--- config.mk ---
export PLATFORM = sky130hd
export DESIGN_NAME = arf_commit_seq
export DESIGN_NICKNAME = d
export VERILOG_FILES = /design/src/rtl/arf_commit_seq.sv
export SDC_FILE = /design/constraint.sdc
export NUM_CORES = 1
export LEC_CHECK = 0
export BUFFER_PORTS_ARGS = -buffer_cell sky130_fd_sc_hd__buf_2
export CORE_AREA = 2 2 150 152
export DETAILED_ROUTE_END_ITERATION = 10
export DIE_AREA = 0 0 152 154
export SLEW_MARGIN = 30
export SYNTH_ARGS = -nofsm -noshare
export SYNTH_HDL_FRONTEND = slang
export SYNTH_SLANG_ARGS = --single-unit
export TNS_END_PERCENT = 30
--- constraint.sdc ---
create_clock -name clk_i -period 3.5 [get_ports clk_i]
set_input_delay 0.175 -clock clk_i [delete_from_list [all_inputs] [get_ports clk_i]]
set_output_delay 0.175 -clock clk_i [all_outputs]
set_load 0.02 [all_outputs]
--- src/rtl/arf_commit_seq.sv ---
// arf_commit_seq: serialises up to two ROB commits per cycle onto the single ARF write port via a small FIFO.
// Optional ARF_SEQ_PERF_EN adds stall-cycle and occupancy high-water-mark counters.
module arf_commit_seq #(
    parameter int REG_SEL  = 5,
    parameter int RRF_SEL  = 6,
    parameter int DATA_LEN = 32,
    parameter int DEPTH    = 4
) (
    input  logic                      clk_i,
    input  logic                      reset_i,
    input  logic                      com1_valid_i,
    input  logic [REG_SEL-1:0]        com1_dst_num_i,
    input  logic [RRF_SEL-1:0]        com1_rrftag_i,
    input  logic [DATA_LEN-1:0]       com1_data_i,
    input  logic                      com2_valid_i,
    input  logic [REG_SEL-1:0]        com2_dst_num_i,
    input  logic [RRF_SEL-1:0]        com2_rrftag_i,
    input  logic [DATA_LEN-1:0]       com2_data_i,
    output logic                      com_ready_o,
    output logic                      arf_we_o,
    output logic [REG_SEL-1:0]        arf_dst_num_o,
    output logic [RRF_SEL-1:0]        arf_rrftag_o,
    output logic [DATA_LEN-1:0]       arf_data_o,
    output logic                      idle_o,
    output logic                      err_o
`ifdef ARF_SEQ_PERF_EN
    ,
    output logic [31:0]               perf_stall_cnt_o,
    output logic [$clog2(DEPTH):0]    perf_max_occ_o
`endif
);
    localparam int PW = $clog2(DEPTH);
    localparam int CW = PW + 1;
    localparam int EW = REG_SEL + RRF_SEL + DATA_LEN;

    logic [EW-1:0] mem_q [DEPTH];
    logic [EW-1:0] mem_d [DEPTH];
    logic [PW-1:0] wr_ptr_q, wr_ptr_d, rd_ptr_q, rd_ptr_d;
    logic [CW-1:0] count_q, count_d;
    logic          err_q, err_d;
    logic          v1, v2, pop;
    logic [1:0]    n_enq;

    always_comb begin
        v1          = com1_valid_i && (com1_dst_num_i != '0);
        v2          = com2_valid_i && (com2_dst_num_i != '0);
        com_ready_o = count_q <= CW'(DEPTH - 2);
        pop         = count_q != '0;
        n_enq       = com_ready_o ? {1'b0, v1} + {1'b0, v2} : 2'd0;
        mem_d       = mem_q;
        // com2 lands behind com1 when both are real commits, keeping program order
        if (com_ready_o && v1) mem_d[wr_ptr_q] = {com1_dst_num_i, com1_rrftag_i, com1_data_i};
        if (com_ready_o && v2) mem_d[wr_ptr_q + PW'(v1)] = {com2_dst_num_i, com2_rrftag_i, com2_data_i};
        wr_ptr_d    = wr_ptr_q + PW'(n_enq);
        rd_ptr_d    = rd_ptr_q + PW'(pop);
        count_d     = count_q + CW'(n_enq) - CW'(pop);
        err_d       = err_q | (!com_ready_o & (v1 | v2));
        arf_we_o    = pop;
        {arf_dst_num_o, arf_rrftag_o, arf_data_o} = pop ? mem_q[rd_ptr_q] : '0;
        idle_o      = !pop & !com1_valid_i & !com2_valid_i;
        err_o       = err_q;
    end

    always_ff @(posedge clk_i) begin
        if (!reset_i) begin
            wr_ptr_q <= '0;
            rd_ptr_q <= '0;
            count_q  <= '0;
            err_q    <= 1'b0;
        end else begin
            wr_ptr_q <= wr_ptr_d;
            rd_ptr_q <= rd_ptr_d;
            count_q  <= count_d;
            err_q    <= err_d;
        end
    end

    always_ff @(posedge clk_i) mem_q <= mem_d;

`ifdef ARF_SEQ_PERF_EN
    logic [31:0]   stall_cnt_q, stall_cnt_d;
    logic [CW-1:0] max_occ_q, max_occ_d;

    always_comb begin
        stall_cnt_d      = (!com_ready_o && stall_cnt_q != '1) ? stall_cnt_q + 32'd1 : stall_cnt_q;
        max_occ_d        = count_d > max_occ_q ? count_d : max_occ_q;
        perf_stall_cnt_o = stall_cnt_q;
        perf_max_occ_o   = max_occ_q;
    end

    always_ff @(posedge clk_i) begin
        if (!reset_i) begin
            stall_cnt_q <= '0;
            max_occ_q   <= '0;
        end else begin
            stall_cnt_q <= stall_cnt_d;
            max_occ_q   <= max_occ_d;
        end
    end
`endif
endmodule
==> impl_metrics.py, run 1 <==
metrics = {
    "clocking": {
        "cts_inserted_buffers": 17,
        "ctsLongestPathBuffers": 2,
        "htreeDepth": 4,
        "worst_setup_hold_path_clk_slew_ps": 80,
        "root_buffer": "clkbuf_16",
        "worst_skew_pair.late_latency_ps": 440,
        "cts.sinks": 180,
        "tritoncts": "done",
    },
    "grt": {
        "number_of_antenna_violations_at_the_first_check_in_global_routing": 2,
        "grt_pass1_wl_um": 54170,
        "gr-total-overflow": 0,
        "grt_max_degree": 110,
        "gr_usage_total_pct": 28.84,
        "first_global_vias": 9579,
    },
    "layout": {
        "syn_to_final_growth_pct": 12.96,
        "utilization_pct": 50.32,
        "fillerInstances": 2051,
        "design.final.nets": 1265,
        "drive_gt1_share_pct": 22.12,
    },
    "floorplanning": {
        "die_width_um": 152,
        "design.die.area_mm2": 0.02341,
        "start_util_pct": 44.55,
        "die_h_um": 154,
        "floorplan.core_area_mm2": 0.02169,
        "io_pins": 137,
        "core.rowCount": 54,
    },
    "synth": {
        "synth.lib_cells_used.distinct": 41,
        "synth.top_cells.by_count": "180 x dfxtp_1, 173 x nor3_1, 134 x a31oi_1, 119 x nand3_1, 114 x o21ai_0",
        "mappedNetlistNets": 1217,
        "synth_area_leader_cell": "dfxtp_1",
        "netlist_area_mm2": 0.009662,
        "synth_seq_area_share_pct": 37.30,
        "avgSynthCellArea_um2": 8.634,
        "synthCells": 1119,
        "synth-seq-cells": 180,
        "async_reset_ff_share_pct": 0,
        "synth_top_flop_cell": "dfxtp_1",
        "netlist.area_leader.share_pct": 37.30,
        "most_area_consuming_cells_after_synthesis": "dfxtp_1 37%, mux4_2 10%, nor3_1 9.0%",
        "yosys.cell_count.top_type": "dfxtp_1",
        "synth_edf_count": 0,
        "yosys_warnings": 0,
    },
    "worst_setup_path": {
        "critPathMaxFanout": 87,
        "cp.required_ps": 3790,
        "reg2reg_from": "count_q[0]",
        "r2r_end": "count_q[2]",
        "worst-r2r-setup-slack_ps": 1160,
        "critical_path_class": "input pin to flop",
        "worstSetupStartpointType": "input pin",
        "worstRegToRegCells": 10,
        "worst_ep_arrival_time_ps": 3010,
        "worst_setup_path_end_kind": "flop",
    },
    "power": {
        "cellLeakagePower_nw": 3.845,
        "max_ir_drop_vdd_mv": 0.6321,
        "power.density_cell_area_mw_per_mm2": 1085,
    },
    "timing": {
        "timing.setup.tns_ps": 0,
        "grt_setup_unrepaired": "false",
        "final_hold_viol_count": 0,
        "max-slew-margin-rel_pct": 36.87,
        "whs_ps": 43.55,
        "finalClockSkew_ps": 13.66,
        "tightest_slew_ps": 946.9,
        "drv_slew": 0,
        "peak_clock_frequency_supported_by_timing_mhz": 368.2,
        "setup_violating_endpoint_count_in_the_final_report": 0,
        "min_period_ps": 2716,
        "final.period_utilization_pct": 77.59,
    },
    "placed_design": {
        "port_buffers": 136,
        "dp.final_hpwl_um": 18800,
        "gp_congestion": 0.7872,
    },
    "detailed_routing": {
        "firstDrtPassIters": 7,
        "iteration_0_drc_markers": 1057,
        "drt-vias-per-instance": 6.626,
        "detail-route-antenna-nets": 0,
        "post_drt_wl_per_cell_um": 23.58,
        "drc_errors_left": 0,
        "via_count": 9680,
        "routed_wirelength_um": 34450,
    },
    "hold_path": {
        "worstHoldPathCells": 3,
        "min_to": "mem_q[53]",
        "timing.hold.worst.class": "input pin to flop",
        "hold_path.startpoint": "com1_data_i[10]",
    },
    "outcome": {
        "status": "finished, final reports clean",
    },
    "job": {
        "drv_cap": 0,
    },
}
-- cell usage in the layout (no fill, tap or decap), types with 38 or more instances in the layout --
master   Yosys  routed
a21oi_1     38      38
a31oi_1    134     134
a32oi_1     38      38
and2_1      47      47
buf_2       51     135
dfxtp_1    180     178
mux4_2      43      43
nand3_1    119     119
nor3_1     173     173
o21ai_0    114     114
-- through the flow --
step	setup slack [ps]	power, mW	cells	cell area [um^2]
finish	784.2	11.84	1461	10910
global placement	451.3	9.821	1427	10320
floorplan	604.4	8.074	1119	9662
global route	649.2	12.58	1460	10910
detailed placement	377.3	9.927	1427	10330
CTS	833.8	11.81	1460	10910
-- sequential cells by signal, summed over array words and instances, names as in the netlist --
register / cells
mem_q: 172
wr_ptr_q: 2
err_o: 1
rd_ptr_q: 2
count_q: 3
-- cell type report --
| type | count | area (um^2) | share of cell area, % |
|---|---|---|---|
| Clock inverter | 13 | 123.9 | 1.135 |
| Clock buffer | 19 | 442.9 | 4.058 |
| Antenna cell | 1 | 2.502 | 0.02293 |
| Multi-Input combinational cell | 789 | 5349 | 49.01 |
| Sequential cell | 180 | 3606 | 33.04 |
| Inverter | 7 | 26.28 | 0.2407 |
| Timing Repair Buffer | 172 | 1013 | 9.286 |
| Tap cell | 280 | 350.3 | 3.210 |
-- critical path, stage by stage --
cell	delay [ps]
buf_2	130
or4_1	720
o21ai_4	240
inv_1	70
ha_1	330
inv_1	90
o2111ai_4	120
buf_12	420
nand2b_2	210
buf_4	320
a31oi_1	140
-- per-layer routing --
metal / global-route usage (%) / part of all wire [%] / routed length (um)
met2: 47.21 / 48 / 16390
met4: 9.034 / 1.5 / 509
met3: 5.242 / 9.4 / 3249
met5: 0 / 0.038 / 13
met1: 38.88 / 41 / 14290
-- kinds of logic (layout without fill, tap and decap cells) --
group | count (synthesis) | in the layout | synth area share [%]
simple gates | 380 | 380 | 20.49
compound gates | 351 | 351 | 22.62
flops | 180 | 180 | 37.30
buf+inv | 150 | 211 | 7.809
mux | 44 | 44 | 10.13
fa+ha+maj | 8 | 8 | 1.114
xor+xnor | 6 | 6 | 0.5439
other cells | 0 | 1 | 0
-- worst max-delay path by stage --
stage | startpoint | to | depth (start not counted)
final | com1_dst_num_i[1] | mem_q[45] | 11
after global routing | com1_dst_num_i[1] | mem_q[58] | 11
after CTS | com1_dst_num_i[1] | mem_q[58] | 11
after detailed placement | com1_dst_num_i[1] | mem_q[56] | 11
after global placement | com1_dst_num_i[1] | mem_q[49] | 11
after floorplan | count_q[0] | count_q[2] | 12
-- report_power, final --
group          total (mW)  switching (mW)  internal, mW  leakage, nW
Combinational        6.15            3.67          2.48         2.06
Sequential           3.80           0.598          3.20         1.52
Clock                1.89           0.882          1.01        0.270
-- timing repair --
action / 4_1_cts / 5_1_grt
gates resized for setup: 0 / 0
endpoints found under the hold margin: 3 / 0
hold buffers: 1 / 0
buffers inserted: 0 / 0
Note: power is estimated with default switching activity, not from simulation.
==> run 2: changes to the inputs <==
- PLACE_DENSITY: not set -> 0.67
- clock period: 3.5 -> 2.19 ns (I/O delays scaled with it)
==> impl_metrics.py, run 2 (same netlist as run 1, synthesis figures left out) <==
metrics = {
    "layout": {
        "fillerInstances": 1917,
        "instances_no_fill": 1570,
        "drive_gt1_share_pct": 24.42,
        "syn_to_final_growth_pct": 27.51,
        "utilization_pct": 56.80,
        "regMostFlops": "mem_q",
        "layout_commonest_cell": "dfxtp_1",
        "design.final.nets": 1375,
        "max_ffs_per_register": 172,
        "biggestRegsByFlops": "mem_q: 172 flops, count_q: 3 flops",
        "layout.cell_area.non_filler_mm2": 0.01232,
        "inserted_diodes": 0,
        "final_cell_mix": "178 x dfxtp_1, 171 x nor3_1, 135 x buf_2",
    },
    "timing": {
        "tightest_slew_ps": 924.1,
        "grt_setup_unrepaired": "false",
        "drv_slew": 0,
        "final_hold_viol_count": 0,
        "finalClockSkew_ps": 12.20,
        "max-slew-margin-rel_pct": 38.40,
        "peak_clock_frequency_supported_by_timing_mhz": 475.3,
        "min_period_ps": 2104,
        "setup_violating_endpoint_count_in_the_final_report": 0,
        "final.period_utilization_pct": 96.07,
    },
    "hold_path": {
        "worstHoldPathCells": 3,
        "hold_path.startpoint": "com2_data_i[22]",
        "min_to": "mem_q[151]",
        "timing.hold.worst.class": "input pin to flop",
    },
    "clocking": {
        "tritoncts": "done",
        "root_buffer": "clkbuf_16",
        "htreeDepth": 4,
        "cts_setup_buffers": 0,
        "worst_skew_pair.late_latency_ps": 440,
        "cts.sinks": 180,
        "ctsLongestPathBuffers": 2,
        "cts_inserted_buffers": 17,
        "worst_setup_hold_path_clk_slew_ps": 70,
    },
    "power": {
        "max_ir_drop_vdd_mv": 0.6712,
        "power.density_cell_area_mw_per_mm2": 1627,
        "p_total_mw": 20.04,
        "cellLeakagePower_nw": 4.460,
    },
    "grt": {
        "gr-total-overflow": 0,
        "grt-busiest-layer": "met2",
        "number_of_antenna_violations_at_the_first_check_in_global_routing": 0,
        "grt_pass1_wl_um": 55250,
        "gr_met3_demand_resource_pct": 5.299,
        "met2_usage_pct": 47.85,
        "grt_max_degree": 175,
        "m1_gr_usage_pct": 38.36,
        "gr_usage_total_pct": 29.08,
        "first_global_vias": 10190,
    },
    "worst_setup_path": {
        "critPathMaxFanout": 37,
        "worstPathBufferInverterCount": 2,
        "worstSetupStartpointType": "flop",
        "worst_ep_arrival_time_ps": 1990,
        "cp.required_ps": 2080,
        "path_cells": "buf_12 -> mux4_2 -> and2_1 -> buf_2",
        "reg2reg_from": "count_q[0]",
        "worstRegToRegCells": 7,
        "cp_slowest_cell": "mux4_2",
        "r2r_end": "count_q[2]",
        "worst-r2r-setup-slack_ps": 120,
        "worst_setup_path_end_kind": "output pin",
        "critical_path_class": "flop to output pin",
        "critical-path-top-delay-family": "multiplexers",
        "delay_contributed_by_the_slowest_stage_of_the_critical_path_ps": 570,
    },
    "floorplanning": {
        "io_pins": 137,
        "floorplan.core_area_mm2": 0.02169,
        "die_h_um": 154,
        "die_width_um": 152,
        "start_util_pct": 44.55,
        "core.rowCount": 54,
        "design.die.area_mm2": 0.02341,
    },
    "job": {
        "drv_cap": 0,
    },
    "detailed_routing": {
        "post_drt_wl_per_cell_um": 22.17,
        "routed_wirelength_um": 34810,
        "detail-route-antenna-nets": 0,
        "firstDrtPassIters": 5,
        "via_count": 10320,
        "drc_errors_left": 0,
        "drt-vias-per-instance": 6.570,
        "iteration_0_drc_markers": 1214,
    },
    "placed_design": {
        "placed_area_mm2": 0.01098,
        "gp_congestion": 0.8113,
        "post-place-cells": 1467,
        "port_buffers": 136,
        "dp.final_hpwl_um": 19310,
    },
    "outcome": {
        "status": "finished, final reports clean",
    },
}
==> run 2: final cells by class <==
class,count,area (um^2),share of cell area (%)
clock buffer,20,446.7,3.626
inverter,7,26.28,0.2133
tap,280,350.3,2.844
timing repair buffer,282,2277,18.48
clock inverter,12,151.4,1.229
multi-input combinational,789,5459,44.31
sequential,180,3608,29.29
==> run 2: stage by stage <==
stage / setup TNS (ps) / setup slack, ps / hold WS [ps]
2_1_floorplan: -33460 / -476.0 / 231.2
3_3_place_gp: -23560 / -317.4 / 405.8
3_5_place_dp: -29500 / -367.6 / 405.8
4_1_cts: 0 / 22.91 / 3.287
5_1_grt: 0 / 32.37 / 20.66
6_report: 0 / 86.13 / 23.71
==> run 2: where the power goes <==
group	switching (mW)	leakage [nW]	internal [mW]
sequential	0.874	1.52	5.12
clock	1.43	0.280	1.74
combinational	6.16	2.66	4.72
total	8.46	4.46	11.6
==> run 2: worst min-delay path, cell delays in order <==
cell     delay [ps]
buf_2           140
nor3_1           70
a21oi_1         100
==> run 2: repair_timing <==
action | CTS | global route
setup endpoints to repair | 1 | 29
hold buffers | 71 | 0
pin swaps | 0 | 0
endpoints found under the hold margin | 141 | 0
resized for setup | 1 | 5
==> run 2: per-layer routing <==
| metal | routed length [um] | vias up | part of all wire, % |
|---|---|---|---|
| met5 | 0 | - | 0 |
| met4 | 757 | 0 | 2.2 |
| met3 | 3292 | 75 | 9.5 |
| met2 | 16670 | 628 | 48 |
| met1 | 14090 | 4987 | 40 |
| li1 | - | 4625 | - |
==> run 2: how the worst max path moves through the flow <==
stage	start	to	slack (ps)	depth (start not counted)
3_5_place_dp	com2_dst_num_i[1]	count_q[2]	-370	14
6_report	rd_ptr_q[0]	arf_data_o[5]	90	4
3_3_place_gp	com2_dst_num_i[1]	count_q[2]	-320	14
5_1_grt	com2_dst_num_i[1]	count_q[2]	30	14
2_1_floorplan	com1_dst_num_i[1]	count_q[2]	-480	15
4_1_cts	count_q[2]	arf_data_o[20]	20	4
